## src/rtl/line_matrix_cfg_master_if.sv

```systemverilog
// Command and matrix pin bundle for line_matrix_cfg_master.
// master: the driver block; slave: command source / matrix side.
interface line_matrix_cfg_master_if #(
    parameter int IN_SEL_W  = 4,
    parameter int OUT_SEL_W = 4
);
    logic                 cmd_valid;
    logic                 cmd_ready;
    logic                 cmd_op;
    logic [IN_SEL_W-1:0]  cmd_in_sel;
    logic [OUT_SEL_W-1:0] cmd_out_sel;
    logic                 mtx_clk;
    logic                 mtx_rstn;
    logic [IN_SEL_W-1:0]  mtx_in_sel;
    logic [OUT_SEL_W-1:0] mtx_out_sel;
    logic                 done;
    logic                 err;
    logic                 busy;

    modport master (
        input  cmd_valid, cmd_op, cmd_in_sel, cmd_out_sel,
        output cmd_ready, mtx_clk, mtx_rstn, mtx_in_sel, mtx_out_sel,
        output done, err, busy
    );

    modport slave (
        output cmd_valid, cmd_op, cmd_in_sel, cmd_out_sel,
        input  cmd_ready, mtx_clk, mtx_rstn, mtx_in_sel, mtx_out_sel,
        input  done, err, busy
    );
endinterface

```

## src/rtl/line_matrix_cfg_master.sv

```systemverilog
// Line matrix configuration driver: timed clock/reset/select sequencing.
// Define LMC_SHADOW_EN to add a readable shadow table of written routes.
module line_matrix_cfg_master #(
    parameter int IN_SEL_W    = 4,
    parameter int OUT_SEL_W   = 4,
    parameter int NUM_OUTPUTS = 9,
    parameter int CLK_DIV     = 4
) (
    input  logic                  clk,
    input  logic                  rst,
`ifdef LMC_SHADOW_EN
    input  logic [OUT_SEL_W-1:0]  rd_addr,
    output logic [IN_SEL_W:0]     rd_data,
`endif
    line_matrix_cfg_master_if.master bus
);
    localparam logic [7:0]         DIV_M1 = 8'(CLK_DIV - 1);
    localparam logic [OUT_SEL_W:0] NUM_O  = (OUT_SEL_W + 1)'(NUM_OUTPUTS);

    typedef enum logic [2:0] {
        S_INIT, S_REL, S_IDLE, S_SETUP, S_HIGH, S_HOLD, S_RST, S_DONE
    } state_t;

    state_t               state, state_n;
    logic [7:0]           cnt, cnt_n;
    logic                 half, half_n;
    logic                 err_q, err_n;
    logic [IN_SEL_W-1:0]  in_q, in_n;
    logic [OUT_SEL_W-1:0] out_q, out_n;
    logic                 clk_q, rstn_q;
    logic                 hs, illegal;

    assign hs      = bus.cmd_valid && (state == S_IDLE);
    assign illegal = {1'b0, bus.cmd_out_sel} >= NUM_O;

    assign bus.cmd_ready   = (state == S_IDLE);
    assign bus.busy        = (state != S_IDLE);
    assign bus.done        = (state == S_DONE);
    assign bus.err         = (state == S_DONE) && err_q;
    assign bus.mtx_clk     = clk_q;
    assign bus.mtx_rstn    = rstn_q;
    assign bus.mtx_in_sel  = in_q;
    assign bus.mtx_out_sel = out_q;

    // Next-state, phase counter and captured command decode.
    always_comb begin
        state_n = state;
        cnt_n   = cnt;
        half_n  = half;
        err_n   = err_q;
        in_n    = in_q;
        out_n   = out_q;
        unique case (state)
            S_INIT: begin
                if (cnt == 8'd0) begin
                    cnt_n = DIV_M1;
                    if (half) state_n = S_REL;
                    else      half_n  = 1'b1;
                end else begin
                    cnt_n = cnt - 8'd1;
                end
            end
            S_REL: state_n = S_IDLE;
            S_IDLE: begin
                if (hs) begin
                    cnt_n  = DIV_M1;
                    half_n = 1'b0;
                    err_n  = 1'b0;
                    if (bus.cmd_op) begin
                        state_n = S_RST;
                        in_n    = '0;
                        out_n   = '0;
                    end else if (illegal) begin
                        state_n = S_DONE;
                        err_n   = 1'b1;
                    end else begin
                        state_n = S_SETUP;
                        in_n    = bus.cmd_in_sel;
                        out_n   = bus.cmd_out_sel;
                    end
                end
            end
            S_SETUP: begin
                if (cnt == 8'd0) begin
                    state_n = S_HIGH;
                    cnt_n   = DIV_M1;
                end else begin
                    cnt_n = cnt - 8'd1;
                end
            end
            S_HIGH: begin
                if (cnt == 8'd0) begin
                    state_n = S_HOLD;
                    cnt_n   = DIV_M1;
                end else begin
                    cnt_n = cnt - 8'd1;
                end
            end
            S_HOLD: begin
                if (cnt == 8'd0) state_n = S_DONE;
                else             cnt_n   = cnt - 8'd1;
            end
            S_RST: begin
                if (cnt == 8'd0) begin
                    cnt_n = DIV_M1;
                    if (half) state_n = S_DONE;
                    else      half_n  = 1'b1;
                end else begin
                    cnt_n = cnt - 8'd1;
                end
            end
            S_DONE:  state_n = S_IDLE;
            default: state_n = S_INIT;
        endcase
    end

    // State registers; matrix pins registered from next state to stay glitch-free.
    always_ff @(posedge clk or posedge rst) begin
        if (rst) begin
            state  <= S_INIT;
            cnt    <= DIV_M1;
            half   <= 1'b0;
            err_q  <= 1'b0;
            in_q   <= '0;
            out_q  <= '0;
            clk_q  <= 1'b0;
            rstn_q <= 1'b0;
        end else begin
            state  <= state_n;
            cnt    <= cnt_n;
            half   <= half_n;
            err_q  <= err_n;
            in_q   <= in_n;
            out_q  <= out_n;
            clk_q  <= (state_n == S_HIGH);
            rstn_q <= !((state_n == S_INIT) || (state_n == S_RST));
        end
    end

`ifdef LMC_SHADOW_EN
    logic [IN_SEL_W:0] shadow [NUM_OUTPUTS];
    logic [IN_SEL_W:0] rd_n;
    logic              route_done;

    // half is only left set by a matrix reset, so this marks a legal route write.
    assign route_done = (state == S_DONE) && !err_q && !half;

    // Shadow table: cleared by reset and matrix reset, written on route completion.
    always_ff @(posedge clk or posedge rst) begin
        if (rst) begin
            for (int i = 0; i < NUM_OUTPUTS; i++) shadow[i] <= '0;
        end else if (state == S_RST) begin
            for (int i = 0; i < NUM_OUTPUTS; i++) shadow[i] <= '0;
        end else if (route_done) begin
            for (int i = 0; i < NUM_OUTPUTS; i++)
                if (out_q == OUT_SEL_W'(i)) shadow[i] <= {1'b1, in_q};
        end
    end

    // Read mux; out-of-range addresses fall through to zero.
    always_comb begin
        rd_n = '0;
        for (int i = 0; i < NUM_OUTPUTS; i++)
            if (rd_addr == OUT_SEL_W'(i)) rd_n = shadow[i];
    end

    // Registered read port.
    always_ff @(posedge clk or posedge rst) begin
        if (rst) rd_data <= '0;
        else     rd_data <= rd_n;
    end
`endif
endmodule

```

## src/flat_wrapper.sv

```systemverilog
// flat-port wrapper written by rule: the top's interface ports become plain ports
module line_matrix_cfg_master_flat 
#(
    parameter int IN_SEL_W    = 4,
    parameter int OUT_SEL_W   = 4,
    parameter int NUM_OUTPUTS = 9,
    parameter int CLK_DIV     = 4
)
  (clk, rst, bus_cmd_valid, bus_cmd_op, bus_cmd_in_sel, bus_cmd_out_sel, bus_cmd_ready, bus_mtx_clk, bus_mtx_rstn, bus_mtx_in_sel, bus_mtx_out_sel, bus_done, bus_err, bus_busy);
  line_matrix_cfg_master_if #(.IN_SEL_W(IN_SEL_W), .OUT_SEL_W(OUT_SEL_W)) bus_i ();
  input  logic clk;
  input  logic rst;
  input wire logic [$bits(bus_i.cmd_valid)-1:0] bus_cmd_valid;
  input wire logic [$bits(bus_i.cmd_op)-1:0] bus_cmd_op;
  input wire logic [$bits(bus_i.cmd_in_sel)-1:0] bus_cmd_in_sel;
  input wire logic [$bits(bus_i.cmd_out_sel)-1:0] bus_cmd_out_sel;
  output wire logic [$bits(bus_i.cmd_ready)-1:0] bus_cmd_ready;
  output wire logic [$bits(bus_i.mtx_clk)-1:0] bus_mtx_clk;
  output wire logic [$bits(bus_i.mtx_rstn)-1:0] bus_mtx_rstn;
  output wire logic [$bits(bus_i.mtx_in_sel)-1:0] bus_mtx_in_sel;
  output wire logic [$bits(bus_i.mtx_out_sel)-1:0] bus_mtx_out_sel;
  output wire logic [$bits(bus_i.done)-1:0] bus_done;
  output wire logic [$bits(bus_i.err)-1:0] bus_err;
  output wire logic [$bits(bus_i.busy)-1:0] bus_busy;
  assign bus_i.cmd_valid = bus_cmd_valid;
  assign bus_i.cmd_op = bus_cmd_op;
  assign bus_i.cmd_in_sel = bus_cmd_in_sel;
  assign bus_i.cmd_out_sel = bus_cmd_out_sel;
  assign bus_cmd_ready = bus_i.cmd_ready;
  assign bus_mtx_clk = bus_i.mtx_clk;
  assign bus_mtx_rstn = bus_i.mtx_rstn;
  assign bus_mtx_in_sel = bus_i.mtx_in_sel;
  assign bus_mtx_out_sel = bus_i.mtx_out_sel;
  assign bus_done = bus_i.done;
  assign bus_err = bus_i.err;
  assign bus_busy = bus_i.busy;
  line_matrix_cfg_master #(.IN_SEL_W(IN_SEL_W), .OUT_SEL_W(OUT_SEL_W), .NUM_OUTPUTS(NUM_OUTPUTS), .CLK_DIV(CLK_DIV)) u_core (.clk(clk), .rst(rst), .bus(bus_i));
endmodule
```

## config.mk

```make
export PLATFORM = sky130hd
export DESIGN_NAME = line_matrix_cfg_master_flat
export DESIGN_NICKNAME = d
export VERILOG_FILES = /design/src/rtl/line_matrix_cfg_master_if.sv /design/src/rtl/line_matrix_cfg_master.sv /design/src/flat_wrapper.sv
export SDC_FILE = /design/constraint.sdc
export NUM_CORES = 1
export LEC_CHECK = 0
export CORE_ASPECT_RATIO = 1.25
export CORE_UTILIZATION = 50
export CTS_BUF_LIST = sky130_fd_sc_hd__clkbuf_2
export CTS_CLUSTER_SIZE = 25
export DETAILED_ROUTE_END_ITERATION = 10
export GPL_ROUTABILITY_DRIVEN = 1
export PLACE_DENSITY = 0.76
export REMOVE_ABC_BUFFERS = 1
export SLEW_MARGIN = 20
export SYNTH_ARGS = -nofsm -noshare
export SYNTH_HDL_FRONTEND = slang
export SYNTH_SLANG_ARGS = --single-unit
```

## constraint.sdc

```tcl
create_clock -name clk -period 3.2 [get_ports clk]
set_input_delay 0.64 -clock clk [delete_from_list [all_inputs] [get_ports clk]]
set_output_delay 0.64 -clock clk [all_outputs]
set_load 0.1 [all_outputs]
```

== Word-level counts from Yosys, hierarchy flattened ==
Index checks and enable logic that the tools add are counted.

* Memories: 0
* Latch bits: 0
* Bits in registers: 23
* Word-level logic and storage cells: 64
* ROM bits: 0
* Memory bits (writable): 0

* Reductions and logical operators: 16
* $lt $le $gt $ge: 1
* Shifts and indexed selects: 0
* Eq/ne operators: 14
* Bitwise gates (word level): 0
* Multiplexer cells: 24
* Add/subtract/negate cells: 1
* Div/mod/pow operators: 0
* $mul: 0

{| class="wikitable"
|+ Operators with widths
! operator !! number
|-
| 3-bit two-way mux || 10
|-
| 8-bit two-way mux || 3
|-
| 8-bit case mux with 3 select lines || 1
|-
| 3-bit case mux with 7 select lines || 1
|-
| 3-bit == test (second input constant) || 6
|-
| 4-bit two-way mux || 4
|-
| 3-bit AND reduction || 3
|-
| 8-bit logical NOT || 1
|-
| 8-bit by 1-bit subtractor with 8-bit output (second input constant) || 1
|-
| 3-bit by 2-bit == test with 1-bit output (second input constant) || 2
|-
| 3-bit logical NOT || 2
|-
| 4-bit >= comparator (second input constant) || 1
|-
| 1-bit two-way mux || 4
|-
| 2-bit by 1-bit != test with 1-bit output (second input constant) || 2
|-
| 2-bit != test (second input constant) || 2
|-
| 2-bit OR reduction || 2
|-
| 4-bit OR reduction || 1
|-
| 3-bit by 1-bit == test with 1-bit output (second input constant) || 1
|-
| 3-bit by 2-bit != test with 1-bit output (second input constant) || 1
|-
| 3-bit nonzero test || 1
|-
| 1-bit logical AND || 2
|-
| 1-bit case mux with 2 select lines || 1
|-
| 2-bit AND reduction || 1
|-
| 2-bit nonzero test || 1
|-
| other kinds (2) || 2
|}

== Depth between registers and ports, before layout ==
* Word-level depth: 8
* Depth in mapped cells: 7

== Worst setup path before layout ==
Ideal clock, no wire load.

* Path type: reg-to-output
* Start point: register u_core.state[2]
* End point: output bus_busy
* Stages on the path, launching flop included: 4
* Setup slack: -1650 ps
* Path buffers: 1
* Arrival time: 4210 ps
* Cell sequence: dfrtp_1 buf_2 nor3b_1 inv_1

* Word-level cells in the longest chain between the ends: 1

{| class="wikitable"
|+ Ends and longest elaborated chain
! element !! RTL line !! RTL
|-
| start, declared || line_matrix_cfg_master.sv:24 || <nowiki>state_t state, state_n;</nowiki>
|-
| start signal, assigned || line_matrix_cfg_master.sv:129 || <nowiki>state <= state_n;</nowiki>
|-
| 3-bit by 2-bit != test with 1-bit output || line_matrix_cfg_master.sv:37 || <nowiki>assign bus.busy = (state != S_IDLE);</nowiki>
|-
| end, declared || flat_wrapper.sv:24 || <nowiki>output wire logic [$bits(bus_i.busy)-1:0] bus_busy;</nowiki>
|}

No other way between the ends.

== Worst setup path after layout ==
* Start point: register u_core.state[0]
* End point: output bus_cmd_ready

* Word-level cells in the longest chain between the ends: 1

{| class="wikitable"
|+ Ends and longest elaborated chain
! element !! RTL line !! RTL
|-
| 3-bit by 2-bit == test with 1-bit output || line_matrix_cfg_master.sv:36 || <nowiki>assign bus.cmd_ready = (state == S_IDLE);</nowiki>
|-
| end, declared || flat_wrapper.sv:17 || <nowiki>output wire logic [$bits(bus_i.cmd_ready)-1:0] bus_cmd_ready;</nowiki>
|}

No other way between the ends.

==> reports/qor.csv <==
stage,metric,value,unit
synthesis,Cells after Synth,128,
clock_tree,clk_lat worst skew,0.33,ns
critical_path,CP Max Fanout,14,
routing,via density per instance,5.83,
placed_design,routability congestion estimate,0.825,
synthesis,number of synthesized register bits,23,
timing,RSZ-0062 raised after global routing,false,
synthesis,Yosys Warn Count,0,
clock_tree,H-tree depth,1,
routing,drt wl/cell,14.4,um
floorplanning,Initial Utilization,0.526,
floorplanning,chip width,46.9,um
final_layout,Final #Nets,167,
timing,Final min period,2.36,ns
final_layout,"most common cell after layout, fill and taps aside",dfrtp_1,
routing,WL met3,104,um
final_layout,Register Area,578,um^2
final_layout,final core utilization,0.632,
clock_tree,CTS Buffer Depth,2,
timing,Final Cycle Share,0.739,
synthesis,Synth cell types,41,
critical_path,crit path kind,flop to output pin,
timing,Worst Skew,0.00637,ns
routing,1st-pass router iterations,4,
clock_tree,hold buffer count at CTS,0,
timing,setup slack after layout,0.836,ns
timing,relative slew slack,0.443,
worst_hold_path,HP Class,flop to flop,
synthesis,sequential element share of the synthesized area,0.458,
global_route,Overflow after GRT,0,
placed_design,Place WS,0.757,ns
routing,met2 routed WL,1370,um
critical_path,CP Launch Type,flop,
clock_tree,Root Buffer,clkbuf_2,
timing,Worst Tran Pin Value,0.835,ns
floorplanning,CORE AREA,2400,um^2
global_route,antenna violations before repair,0,
final_layout,"commonest non-fill, non-tap cells in the layout","dfrtp_1, buf_4, inv_1, clkdlybuf4s50_1",
routing,drc violations,0,
clock_tree,Post-CTS Setup Bufs,0,
routing,routed vias,1079,
floorplanning,total die area,2730,um^2
placed_design,HPWL after DPL,2020,um
global_route,first-pass GRT wire length,4480,um
critical_path,worst reg2reg startpoint,u_core.cnt[1]$_DFFE_PP1P_,
final_layout,layout cells sized above 1,0.164,
critical_path,Critical Path Source,u_core.state[0]$_DFF_PP0_,
routing,top routing layer used,met4,
clock_tree,TritonCTS Buffers,3,
final_layout,Fill cells,225,
global_route,largest net degree at the start of global routing,24,
synthesis,Post-synth top flop,dfrtp_1,
clock_tree,cts repair resizes,0,
synthesis,synthesized area per cell,9.86,um^2
final_layout,area of the multi-input gates,622,um^2
final_layout,P&R area growth vs syn,20.2,%
routing,initial DRC count,15,
clock_tree,CTS tree,done,
clock_tree,clock sink count,23,
floorplanning,Die Ht,58.2,um
synthesis,Post-synth EDFFs,0,
synthesis,Async SR Flop Fraction,1.00,
critical_path,CP endpoint kind,output pin,
critical_path,arrival time worst endpoint,1.72,ns
timing,fin. max-slew vios,0,
floorplanning,# IOs,26,
timing,# setup viols final,0,
global_route,GR Util All Layers,0.226,
flow_run,max_cap viols,0,
clock_tree,Worst-path clk slew,0.22,ns
timing,Fin. Hold Viols,0,
final_layout,number of inserted diodes,0,
synthesis,Mapped Area,1260,um^2
floorplanning,# rows,20,
global_route,number of global-route vias before repair,1064,
routing,routed wire length,2660,um
timing,FMAX,423,MHz
critical_path,WP data required,2.56,ns
placed_design,port bufs,25,
routing,WL met1,1150,um
routing,"antenna viol nets, final",0,
worst_hold_path,Hold Startpoint,u_core.cnt[0]$_DFFE_PP1P_,
run_status,run status,finished clean,
-- synth_stat cells (4+ instances only) --
cell	instances	share of area
nand2_1	10	0.030
nor2_1	5	0.015
inv_1	11	0.033
a22o_1	8	0.056
a21oi_1	5	0.020
o211ai_1	10	0.059
o21ai_0	4	0.016
mux2i_1	6	0.048
dfrtp_1	21	0.42
-- final cells by class --
type,instances,share of cell area
repair buffers,25,0.142
inverters,11,0.0272
well taps,33,0.0272
clock buffers,4,0.0132
multi-input cells,89,0.410
flip-flops and latches,23,0.381
-- registers in the layout (all words and copies together) (netlist names) --
name                    count
u_core.bus.mtx_clk          1
u_core.bus.mtx_in_sel       4
u_core.bus.mtx_out_sel      4
u_core.bus.mtx_rstn         1
u_core.cnt                  8
u_core.err_q                1
u_core.half                 1
u_core.state                3
-- cells by family after synthesis --
kind of cell,count (synthesis),share of synthesized area
fa+ha+maj,2,0.0198
simple gates,36,0.166
mux,6,0.0476
compound gates,44,0.253
buf+inv,16,0.0495
xor+xnor,1,0.00694
flops,23,0.458
-- metal layers --
| metal | vias to the layer above | GRT usage |
|---|---|---|
| met1 | 521 | 0.283 |
| met3 | 4 | 0.0312 |
| met4 | 0 | 0.0857 |
| met2 | 31 | 0.383 |
| li1 | 523 | - |
| met5 | - | 0 |
-- final timing paths --
check                                                         to  slack [ns]  cells past startpoint
min                                    u_core.cnt[0]$_DFFE_PP1P_        0.52                      1
max in group asynchronous              u_core.cnt[5]$_DFFE_PP0P_        1.95                      2
min in group asynchronous  u_core.bus.mtx_out_sel[0]$_DFFE_PP0P_        0.74                      2
max reg2reg                        u_core.bus.mtx_rstn$_DFF_PP0_        0.84                      6
max                                                bus_cmd_ready        0.84                      2
min reg2reg                            u_core.cnt[0]$_DFFE_PP1P_        0.52                      1
-- through the flow --
stage	hold WS [ns]	setup TNS (ns)	instance area [um^2]	std cells
global placement	0.452	0	1500	181
finish	0.523	0	1520	185
floorplan	0.435	-20.36	1240	123
global route	0.540	0	1520	185
CTS	0.524	0	1520	185
detailed placement	0.483	0	1500	181
-- worst max-delay path, stage by stage (launching register included) --
cell	delay (ns)
dfrtp_1	0.57
nor3b_1	0.45
buf_4	0.38
Power is left out: the tool's default activity adds up to more than one toggle a clock period on the data nets, which glitch-free logic cannot reach.
